==> src/rtl/set_bit_serializer.sv <==
// set_bit_serializer: accepts a word and emits the index of each set bit,
// lowest first, one beat per handshake. An all-zero word yields a single
// empty beat. Optional macro SET_BIT_SER_COUNT_EN adds out_count, the
// 1-based ordinal of the current beat within its word.
module set_bit_serializer #(
   parameter  int unsigned DATA_WIDTH = 8,
   localparam int unsigned IDX_W      = $clog2(DATA_WIDTH)
) (
   input  logic                  clk,
   input  logic                  rst,
   input  logic                  in_valid,
   output logic                  in_ready,
   input  logic [DATA_WIDTH-1:0] in_data,
   output logic                  out_valid,
   input  logic                  out_ready,
   output logic [IDX_W-1:0]      out_index,
   output logic                  out_last,
   output logic                  out_empty
`ifdef SET_BIT_SER_COUNT_EN
   ,
   output logic [IDX_W:0]        out_count
`endif
);

   typedef enum logic {IDLE, EMIT} state_t;

   state_t                state, state_nxt;
   logic [DATA_WIDTH-1:0] residual, residual_nxt;
   logic [DATA_WIDTH-1:0] residual_dropped;
   logic [IDX_W-1:0]      tz;
   logic                  multi;
   logic                  load;

   // Residual with its lowest set bit cleared; non-zero means more beats follow
   assign residual_dropped = residual & (residual - DATA_WIDTH'(1));
   assign multi            = |residual_dropped;

   // Trailing-zero count of the residual word (scan from MSB so lowest wins)
   always_comb begin
      tz = '0;
      for (int i = int'(DATA_WIDTH) - 1; i >= 0; i--) begin
         if (residual[i]) tz = IDX_W'(i);
      end
   end

   // State and residual registers
   always_ff @(posedge clk) begin
      if (rst) begin
         state    <= IDLE;
         residual <= '0;
      end else begin
         state    <= state_nxt;
         residual <= residual_nxt;
      end
   end

   // Next-state, residual update and handshake outputs
   always_comb begin
      state_nxt    = state;
      residual_nxt = residual;
      in_ready     = 1'b0;
      out_valid    = 1'b0;
      out_index    = '0;
      out_last     = 1'b0;
      out_empty    = 1'b0;
      load         = 1'b0;
      case (state)
         IDLE: begin
            in_ready = 1'b1;
            if (in_valid) begin
               residual_nxt = in_data;
               state_nxt    = EMIT;
               load         = 1'b1;
            end
         end
         EMIT: begin
            out_valid = 1'b1;
            out_index = tz;
            out_empty = (residual == '0);
            out_last  = !multi;
            if (out_ready) begin
               if (multi) begin
                  residual_nxt = residual_dropped;
               end else begin
                  // Last beat retiring: accept the next word with no bubble
                  in_ready = 1'b1;
                  if (in_valid) begin
                     residual_nxt = in_data;
                     load         = 1'b1;
                  end else begin
                     residual_nxt = '0;
                     state_nxt    = IDLE;
                  end
               end
            end
         end
         default: begin
            state_nxt    = IDLE;
            residual_nxt = '0;
         end
      endcase
   end

`ifdef SET_BIT_SER_COUNT_EN
   logic [IDX_W:0] count, count_nxt;

   // Beat ordinal: 1 on load of a non-zero word, 0 for an empty word
   always_comb begin
      count_nxt = count;
      if (load)
         count_nxt = (in_data != '0) ? (IDX_W+1)'(1) : '0;
      else if (out_valid && out_ready && multi)
         count_nxt = count + (IDX_W+1)'(1);
      else if (out_valid && out_ready)
         count_nxt = '0;
   end

   // Beat ordinal register
   always_ff @(posedge clk) begin
      if (rst) count <= '0;
      else     count <= count_nxt;
   end

   assign out_count = count;
`else
   logic unused_load;
   assign unused_load = load;
`endif

endmodule
==> config.mk <==
export PLATFORM = sky130hd
export DESIGN_NAME = set_bit_serializer
export DESIGN_NICKNAME = d
export VERILOG_FILES = /design/src/rtl/set_bit_serializer.sv
export SDC_FILE = /design/constraint.sdc
export NUM_CORES = 1
export LEC_CHECK = 0
export CAP_MARGIN = 10
export CORE_ASPECT_RATIO = 0.8
export CORE_MARGIN = 2
export CORE_UTILIZATION = 40
export DETAILED_ROUTE_END_ITERATION = 12
export PLACE_DENSITY = 0.66
export SLEW_MARGIN = 10
export SYNTH_ARGS = -nofsm -noshare
export SYNTH_HDL_FRONTEND = slang
export SYNTH_SLANG_ARGS = --single-unit
==> constraint.sdc <==
create_clock -name clk -period 5.8 [get_ports clk]
set_clock_uncertainty 0.1 [all_clocks]
set_input_delay 1.16 -clock clk [delete_from_list [all_inputs] [get_ports clk]]
set_output_delay 1.16 -clock clk [all_outputs]
set_load 0.02 [all_outputs]
==> results of run 1 <==
layout by cell type (no fill, tap or decap), types with 3 or more instances in the layout:
cell | Yosys | routed
dfxtp_1 | 9 | 9
a31oi_1 | 3 | 3
nand2_1 | 4 | 4
o21ai_0 | 5 | 5
o22ai_1 | 3 | 3
nor3_1 | 3 | 3
clkbuf_4 | 0 | 3
o31a_1 | 3 | 3
clkdlybuf4s50_1 | 0 | 18
a21oi_1 | 5 | 5
inv_1 | 3 | 3
nor2_1 | 12 | 12
or4_1 | 3 | 3
o211ai_1 | 3 | 3
cell type report:
cell class,instances,area (um2),share of cell area
Sequential cell,9,180,0.196
Multi-Input combinational cell,71,487,0.529
Tap cell,22,27.5,0.0299
Timing Repair Buffer,18,180,0.196
Clock buffer,4,26.3,0.0286
Inverter,5,18.8,0.0204
worst max-delay path, stage by stage, from the launching register on:
cell	delay, ps
dfxtp_1	370
or4_1	710
a2111oi_4	360
o21ai_0	240
o21ai_0	220
clkdlybuf4s50_1	630
cell families (layout without fill, tap and decap cells):
group,Yosys count,count (layout)
DFF,9,9
muxes,3,3
and+or+nand+nor,28,28
buffers and inverters,10,27
adders and majority gates,1,1
AOI/OAI and AO/OA,39,39
flip-flops by register name, indices dropped and copies added (netlist names):
register and flops:
residual 8, state 1
routing by layer:
metal | up-vias | share of wire | GRT usage
met5 | - | 0 | 0
met4 | 0 | 0.011 | 0.0649
met3 | 2 | 0.065 | 0.0540
met2 | 34 | 0.45 | 0.260
met1 | 390 | 0.47 | 0.310
li1 | 392 | - | -
power by group:
group / switching, uW / internal (uW) / total [uW]
Combinational: 52.5 / 45.2 / 97.8
Sequential: 18.9 / 69.3 / 88.1
Clock: 27.0 / 26.7 / 53.6
per-stage QoR:
stage | instance area (um2) | power, uW | setup slack (ps) | util
floorplan | 706 | 152 | 2550 | -
global placement | 893 | 185 | 1980 | 0.544
detailed placement | 893 | 186 | 1950 | 0.544
CTS | 920 | 239 | 1760 | 0.560
global route | 920 | 255 | 1590 | 0.560
finish | 920 | 239 | 1720 | 0.560
worst min path at each step:
stage | endpoint | slack, ps
6_report | residual[0] | 540
5_1_grt | residual[6] | 590
4_1_cts | residual[0] | 530
3_5_place_dp | residual[0] | 510
3_3_place_gp | residual[0] | 500
2_1_floorplan | residual[0] | 450
==> impl_metrics.csv, run 1 <==
group,metric,value,unit
sta,final.setup.tns,0,ps
worst_setup_path,timing.rr.start,"residual[3]",
synth,yosys_warnings,0,
synth,synth_ff_type,"dfxtp_1",
grt,track_usage,0.200,
synth,synthDistinctLibCells,37,
clocking,cts.sinks,9,
grt,grt_start_max_net_pins,15,
grt,antenna_found_initial,0,
grt,overflow,0,
worst_setup_path,cp-start-kind,"flop",
routing,drt_first_iter_violations,54,
worst_setup_path,r2r_slack,3590,ps
synth,synthMuxAreaShare,0.0443,
sta,period_needed,4080,ps
finish,syn2layout_area_growth,30.3,%
routing,ant_nets,0,
hold_path,min_from,"residual[0]",
synth,synth_seq_area_share,0.255,
synth,synth.area.top_cells,"dfxtp_1, nor2_1, a2111oi_4, o31a_1, a21oi_1",
floorplanning,ioPinCount,19,
placed_design,gp_congestion,0.855,
synth,async_reset_ff_frac,0,
clocking,ctsResizeCount,0,
synth,synth_top_family_by_area,"compound AO/OA/AOI/OAI gates",
synth,yosysMostFrequentCell,"nor2_1",
clocking,htreeDepth,1,
placed_design,place_inst,125,
worst_setup_path,endpoint_kind,"output pin",
sta,final_hold_viol_count,0,
worst_setup_path,criticalPathCategory,"flop to output pin",
floorplanning,start_util,0.430,
synth,synth_xor_xnor_area_share,0,
synth,synth_area,706,um2
clocking,clock_latency,270,ps
sta,relSlewSlack,0.643,
clocking,cts_tree,"done",
floorplanning,fp.coreArea,0.00164,mm2
synth,synthSimpleGateAreaFrac,0.193,
clocking,numCtsBuffers,3,
routing,wl_per_cell,15.8,um
hold_path,hp-class,"flop to flop",
floorplanning,die_h,41.6,um
routing,routed_wirelength,2040,um
synth,synth_seq_cells,9,
synth,synth-edff-count,0,
job,max_cap_violations,0,
grt,grt_pass1_vias,651,
sta,finalMaxSlewViolations,0,
worst_setup_path,worstSetupEndpoint,"in_ready",
power,power_leakage,0.000309,uW
sta,setup_violations,0,
worst_setup_path,r2r_end,"state",
worst_setup_path,setup.worst_path.start,"residual[3]",
placed_design,dp_hpwl,1430,um
power,vdd_drop_max,0.135,mV
floorplanning,die_w,51.0,um
sta,worstMarginPinSlew,529,ps
routing,vias,818,
routing,via_per_inst,6.34,
finish,finalNetCount,120,
synth,synth_top_area_share,0.255,
clocking,post_cts_buffers,0,
synth,synthCells,90,
synth,synth_compound_area_frac,0.438,
worst_setup_path,arrival,2820,ps
sta,whs,537,ps
finish,antenna_cells,0,
worst_setup_path,worstPathMaxFanout,7,
clocking,max-clock-path-buffers,2,
power,pwr_density_cell,260,mW/mm2
finish,final_layout_size_suffix_gt1_frac,0.0748,
placed_design,port_buffers,18,
synth,synth_common_cells,"nor2_1, dfxtp_1, a21oi_1, o21ai_0",
floorplanning,placementRows,13,
floorplanning,dieArea,0.00212,mm2
sta,fmax,0.245,GHz
clocking,cts_hold_buffers,0,
finish,nFillCells,155,
synth,syn-num-nets,102,
sta,fin_crit_sh,0.704,
clocking,clk_pin_slew,70,ps
synth,synthAdderAreaFrac,0.0142,
grt,grt_pass1_wl,3210,um
finish,final_cell_count_no_fill,129,
worst_setup_path,r2r_cells,4,
synth,syn_avg_cell_area,7.84,um2
hold_path,holdPathStages,2,
routing,dr.pass1.iters,6,
sta,rsz0062_at_grt,"false",
run_status,outcome,"finished, final reports clean",
clocking,cts-root-buf,"clkbuf_4",
worst_setup_path,crit_required,4540,ps
routing,drc,0,
synth,synth_top_cell_by_area,"dfxtp_1",
Note: power is estimated with default switching activity, not from simulation.
==> run 2, diff against run 1 <==
Clock period 5.8 ns to 3.9 ns, I/O delays scaled along.
==> impl_metrics.csv, run 2 (synthesized netlist as in run 1, its figures left out) <==
group,metric,value,unit
sta,worst_slack,203,ps
job,max_cap_violations,0,
placed_design,port_buffers,18,
worst_setup_path,critPathTopFamily,"compound AO/OA/AOI/OAI gates",
finish,syn2layout_area_growth,31.4,%
routing,dr.pass1.iters,4,
grt,overflow,0,
sta,setup_violations,0,
clocking,cts-root-buf,"clkbuf_4",
power,pwr_density_cell,385,mW/mm2
grt,antenna_found_initial,0,
power,p_switching,146,uW
worst_setup_path,criticalPathCategory,"flop to output pin",
sta,relSlewSlack,0.604,
floorplanning,ioPinCount,19,
clocking,htreeDepth,1,
grt,grt_pass1_wl,3360,um
routing,routed_wirelength,2090,um
sta,fin_crit_sh,0.948,
clocking,cts_hold_buffers,0,
power,pwr-share-seq,0.354,
sta,rsz0062_at_grt,"false",
grt,track_usage,0.213,
worst_setup_path,crit_buf_inv,1,
sta,fmax,0.270,GHz
worst_setup_path,slowest_delay,700,ps
floorplanning,die_h,41.6,um
finish,final_common_cell,"clkdlybuf4s50_1",
clocking,numCtsBuffers,3,
worst_setup_path,cp-start-kind,"flop",
finish,largest-register,"residual",
power,combPwrFrac,0.427,
clocking,ctsResizeCount,0,
placed_design,dp_hpwl,1490,um
power,power_leakage,0.000314,uW
placed_design,gp_congestion,0.872,
worst_setup_path,worst_path_max_delay_cell,"or4_1",
worst_setup_path,path_cells,"or4_1 -> a2111oi_4 -> o21ai_0 -> o21ai_0 -> clkdlybuf4s50_1",
routing,drt_first_iter_violations,14,
routing,via_per_inst,6.34,
worst_setup_path,worstPathMaxFanout,7,
floorplanning,die_w,51.0,um
clocking,clock_latency,270,ps
power,pwr-share-clk,0.219,
clocking,max-clock-path-buffers,2,
finish,finalNetCount,121,
sta,period_needed,3700,ps
run_status,outcome,"finished, final reports clean",
clocking,cts_tree,"done",
finish,top_regs,"residual x8, state x1",
finish,final_cell_mix,"clkdlybuf4s50_1, nor2_1, dfxtp_1",
sta,finalMaxSlewViolations,0,
clocking,post_cts_buffers,0,
sta,final.setup.tns,0,ps
finish,final_layout_size_suffix_gt1_frac,0.0833,
grt,grt_pass1_vias,698,
routing,drc,0,
floorplanning,fp.coreArea,0.00164,mm2
floorplanning,start_util,0.430,
sta,final_hold_viol_count,0,
finish,largest_reg_flops,8,
power,intPower,211,uW
hold_path,hp-class,"flop to flop",
worst_setup_path,cpMostUsedCell,"o21ai_0",
worst_setup_path,endpoint_kind,"output pin",
floorplanning,dieArea,0.00212,mm2
routing,ant_nets,0,
worst_setup_path,arrival,2820,ps
routing,wl_per_cell,16.0,um
finish,antenna_cells,0,
sta,worstMarginPinSlew,586,ps
worst_setup_path,crit_required,3020,ps
finish,utilization,0.564,
clocking,clk_pin_slew,70,ps
routing,vias,824,
placed_design,pre_cts_ws,528,ps
floorplanning,placementRows,13,
power,switching_share,0.408,
grt,grt_start_max_net_pins,15,
clocking,cts.sinks,9,
power,total_power,357,uW
power,vdd_drop_max,0.230,mV
-- run 2: cell count changes in the layout (fill, tap and decap cells not counted) --
cell and change:
buf_4 +1
-- run 2: power by group through the flow --
stage	registers (uW)	logic (uW)	clock network, uW
finish	126	153	78.3
floorplan	118	108	0
detailed placement	127	151	0
global placement	127	149	0
CTS	126	152	80.0
global route	129	165	87.2
-- run 2: layer usage --
layer	track usage	part of all wire
met2	0.296	0.47
met5	0	0
met4	0.0541	0.0029
met3	0.0791	0.071
met1	0.307	0.46
-- run 2: path summary, 6_finish.rpt --
check / from / end / slack, ps / depth (start not counted)
worst min register to register: residual[6] / residual[6] / 520 / 2
worst min-delay path: residual[6] / residual[6] / 520 / 2
worst max-delay path: residual[3] / in_ready / 200 / 5
worst max register to register: residual[3] / residual[6] / 1720 / 4
-- run 2: through the flow --
step                      area, um2  instances  hold slack, ps
after CTS                       927        130             521
after floorplan                 706         90             451
after global placement          901        126             487
after global routing            927        130             555
final                           927        130             525
after detailed placement        901        126             507
-- run 2: layout make-up --
class | count | area, um2
Timing Repair Buffer | 19 | 188
Fill cell | 159 | 716
Clock buffer | 4 | 26.3
Inverter | 5 | 18.8
Tap cell | 22 | 27.5
Sequential cell | 9 | 180
Multi-Input combinational cell | 71 | 487
-- run 2: worst register-to-register path, stage by stage, from the launching register on --
cell       delay (ps)
dfxtp_1           370
or4_1             700
a2111oi_4         350
o211ai_2          270
a221oi_2          320
==> run 3, diff against run 2 <==
Settings changed: ABC_AREA from default to 1, CORE_ASPECT_RATIO 0.8 to default.
==> impl_metrics.csv, run 3 <==
group,metric,value,unit
clocking,max-clock-path-buffers,2,
worst_setup_path,criticalPathCategory,"input pin to output pin",
worst_setup_path,arrival,2100,ps
sta,setup_violations,0,
grt,antenna_found_initial,0,
run_status,outcome,"finished, final reports clean",
clocking,ctsResizeCount,0,
worst_setup_path,worst_path_max_delay_cell,"clkdlybuf4s50_1",
routing,dr.pass1.iters,4,
clocking,htreeDepth,1,
floorplanning,dieArea,0.00210,mm2
clocking,cts-root-buf,"clkbuf_4",
power,pwr_density_cell,348,mW/mm2
floorplanning,die_h,45.9,um
worst_setup_path,r2r_slack,2330,ps
placed_design,port_buffers,18,
routing,routed_wirelength,1700,um
finish,nFillCells,182,
finish,largest-register,"residual",
synth,synth_seq_cells,9,
synth,async_reset_ff_frac,0,
finish,final_layout_size_suffix_gt1_frac,0.123,
placed_design,dp_hpwl,1290,um
finish,finalNetCount,151,
placed_design,gp_congestion,0.813,
clocking,clock_latency,260,ps
power,vdd_drop_max,0.209,mV
routing,drt_first_iter_violations,14,
power,power_leakage,0.000458,uW
worst_setup_path,r2r_end,"residual[6]",
sta,period_needed,2980,ps
worst_setup_path,cpMostUsedCell,"clkdlybuf4s50_1",
sta,final_hold_viol_count,0,
clocking,clk_pin_slew,60,ps
synth,synth.area.top_cells,"dfxtp_1, nand2_1, inv_1, a21oi_1, o21ai_0",
sta,worstMarginPinSlew,432,ps
synth,synth-edff-count,0,
floorplanning,fp.coreArea,0.00169,mm2
worst_setup_path,crit_required,3020,ps
clocking,cts_hold_buffers,0,
placed_design,place_area,901,um2
hold_path,min_from,"residual[2]",
finish,syn2layout_area_growth,32.3,%
worst_setup_path,slowest_delay,610,ps
synth,yosys_warnings,0,
grt,overflow,0,
worst_setup_path,timing.rr.start,"residual[4]",
sta,fin_crit_sh,0.763,
synth,synthDistinctLibCells,19,
sta,final.setup.tns,0,ps
synth,yosysMostFrequentCell,"nand2_1",
routing,wl_per_cell,10.9,um
sta,fmax,0.336,GHz
grt,grt_pass1_wl,2920,um
grt,track_usage,0.190,
floorplanning,die_w,45.9,um
finish,top_regs,"residual x8, state x1",
finish,utilization,0.549,
job,max_cap_violations,0,
worst_setup_path,worstPathMaxFanout,4,
synth,synth_area,701,um2
worst_setup_path,cp-start-kind,"input pin",
synth,synth_top_cell_by_area,"dfxtp_1",
clocking,cts_tree,"done",
sta,rsz0062_at_grt,"false",
finish,final_cell_count_no_fill,155,
grt,grt_pass1_vias,673,
floorplanning,ioPinCount,19,
finish,largest_reg_flops,8,
clocking,cts.sinks,9,
synth,syn-num-nets,129,
sta,relSlewSlack,0.711,
routing,drc,0,
finish,final_cell_mix,"nand2_1, inv_1, clkdlybuf4s50_1",
routing,ant_nets,0,
hold_path,hold_path_end,"residual[2]",
clocking,numCtsBuffers,3,
floorplanning,start_util,0.415,
synth,synth_ff_type,"dfxtp_1",
worst_setup_path,r2r_cells,9,
synth,synth_top_area_share,0.257,
routing,via_per_inst,5.01,
placed_design,place_inst,151,
power,total_power,323,uW
synth,synth_seq_area_share,0.257,
floorplanning,placementRows,15,
finish,antenna_cells,0,
hold_path,hp-class,"flop to flop",
clocking,post_cts_buffers,0,
sta,finalMaxSlewViolations,0,
grt,grt_start_max_net_pins,14,
finish,final_cell_area,927,um2
worst_setup_path,path_cells,"clkdlybuf4s50_1 -> nand3_1 -> nand2_1 -> clkdlybuf4s50_1",
synth,synthCells,117,
finish,final_common_cell,"nand2_1",
routing,vias,777,
synth,syn_avg_cell_area,5.99,um2
hold_path,holdPathStages,2,
synth,synth_common_cells,"nand2_1, inv_1, nor2_1, a21oi_1, o21ai_0",
worst_setup_path,endpoint_kind,"output pin",
run 3: changes by cell type in the layout (fill, tap and decap cells not counted), sizes merged, moves of 4 or more:
cell	previous run	this run
a21oi	5	15
nor2	12	17
nand3	1	8
inv	3	19
nand2	4	32
o211ai	4	0
o21ai	5	10
run 3: cell families after synthesis:
| family | Yosys count | share of synthesized area |
|---|---|---|
| DFF | 9 | 0.257 |
| buffers and inverters | 21 | 0.114 |
| AOI/OAI and AO/OA | 26 | 0.216 |
| and+or+nand+nor | 61 | 0.413 |
run 3: layout make-up:
type,count,area (um2),area share
clock buffer,4,26.3,0.0283
multi-input combinational,87,440,0.475
sequential,9,180,0.194
timing repair buffer,19,188,0.202
tap,17,21.3,0.0229
inverter,19,71.3,0.0769
run 3: power by group:
part / internal, uW / switching [uW] / total (uW)
registers: 101 / 13.9 / 115
clock network: 39.5 / 34.0 / 73.5
logic: 56.6 / 77.7 / 134
run 3: worst max path at each step:
stage,start,to,depth (start not counted),slack [ps]
floorplan,state,out_empty,3,1600
detailed placement,out_ready,in_ready,4,940
finish,out_ready,in_ready,4,920
global placement,out_ready,in_ready,4,950
CTS,out_ready,in_ready,4,940
global route,residual[3],in_ready,8,800
run 3: worst max-delay path: cells and delay by family:
| kind | cells | cell delay [ps] |
|---|---|---|
| buf+inv | 2 | 1140 |
| simple gates | 2 | 170 |
run 3: through the flow:
stage	setup WS, ps	hold WS (ps)
global placement	953	394
finish	924	419
CTS	938	413
detailed placement	940	403
global route	798	429
floorplan	1600	363
run 3: routing by layer:
layer / GRT usage / up-vias / part of all wire
li1: - / 414 / -
met1: 0.262 / 347 / 0.51
met2: 0.283 / 16 / 0.45
met3: 0.0714 / 0 / 0.042
met4: 0.0343 / 0 / 0
met5: 0 / - / 0
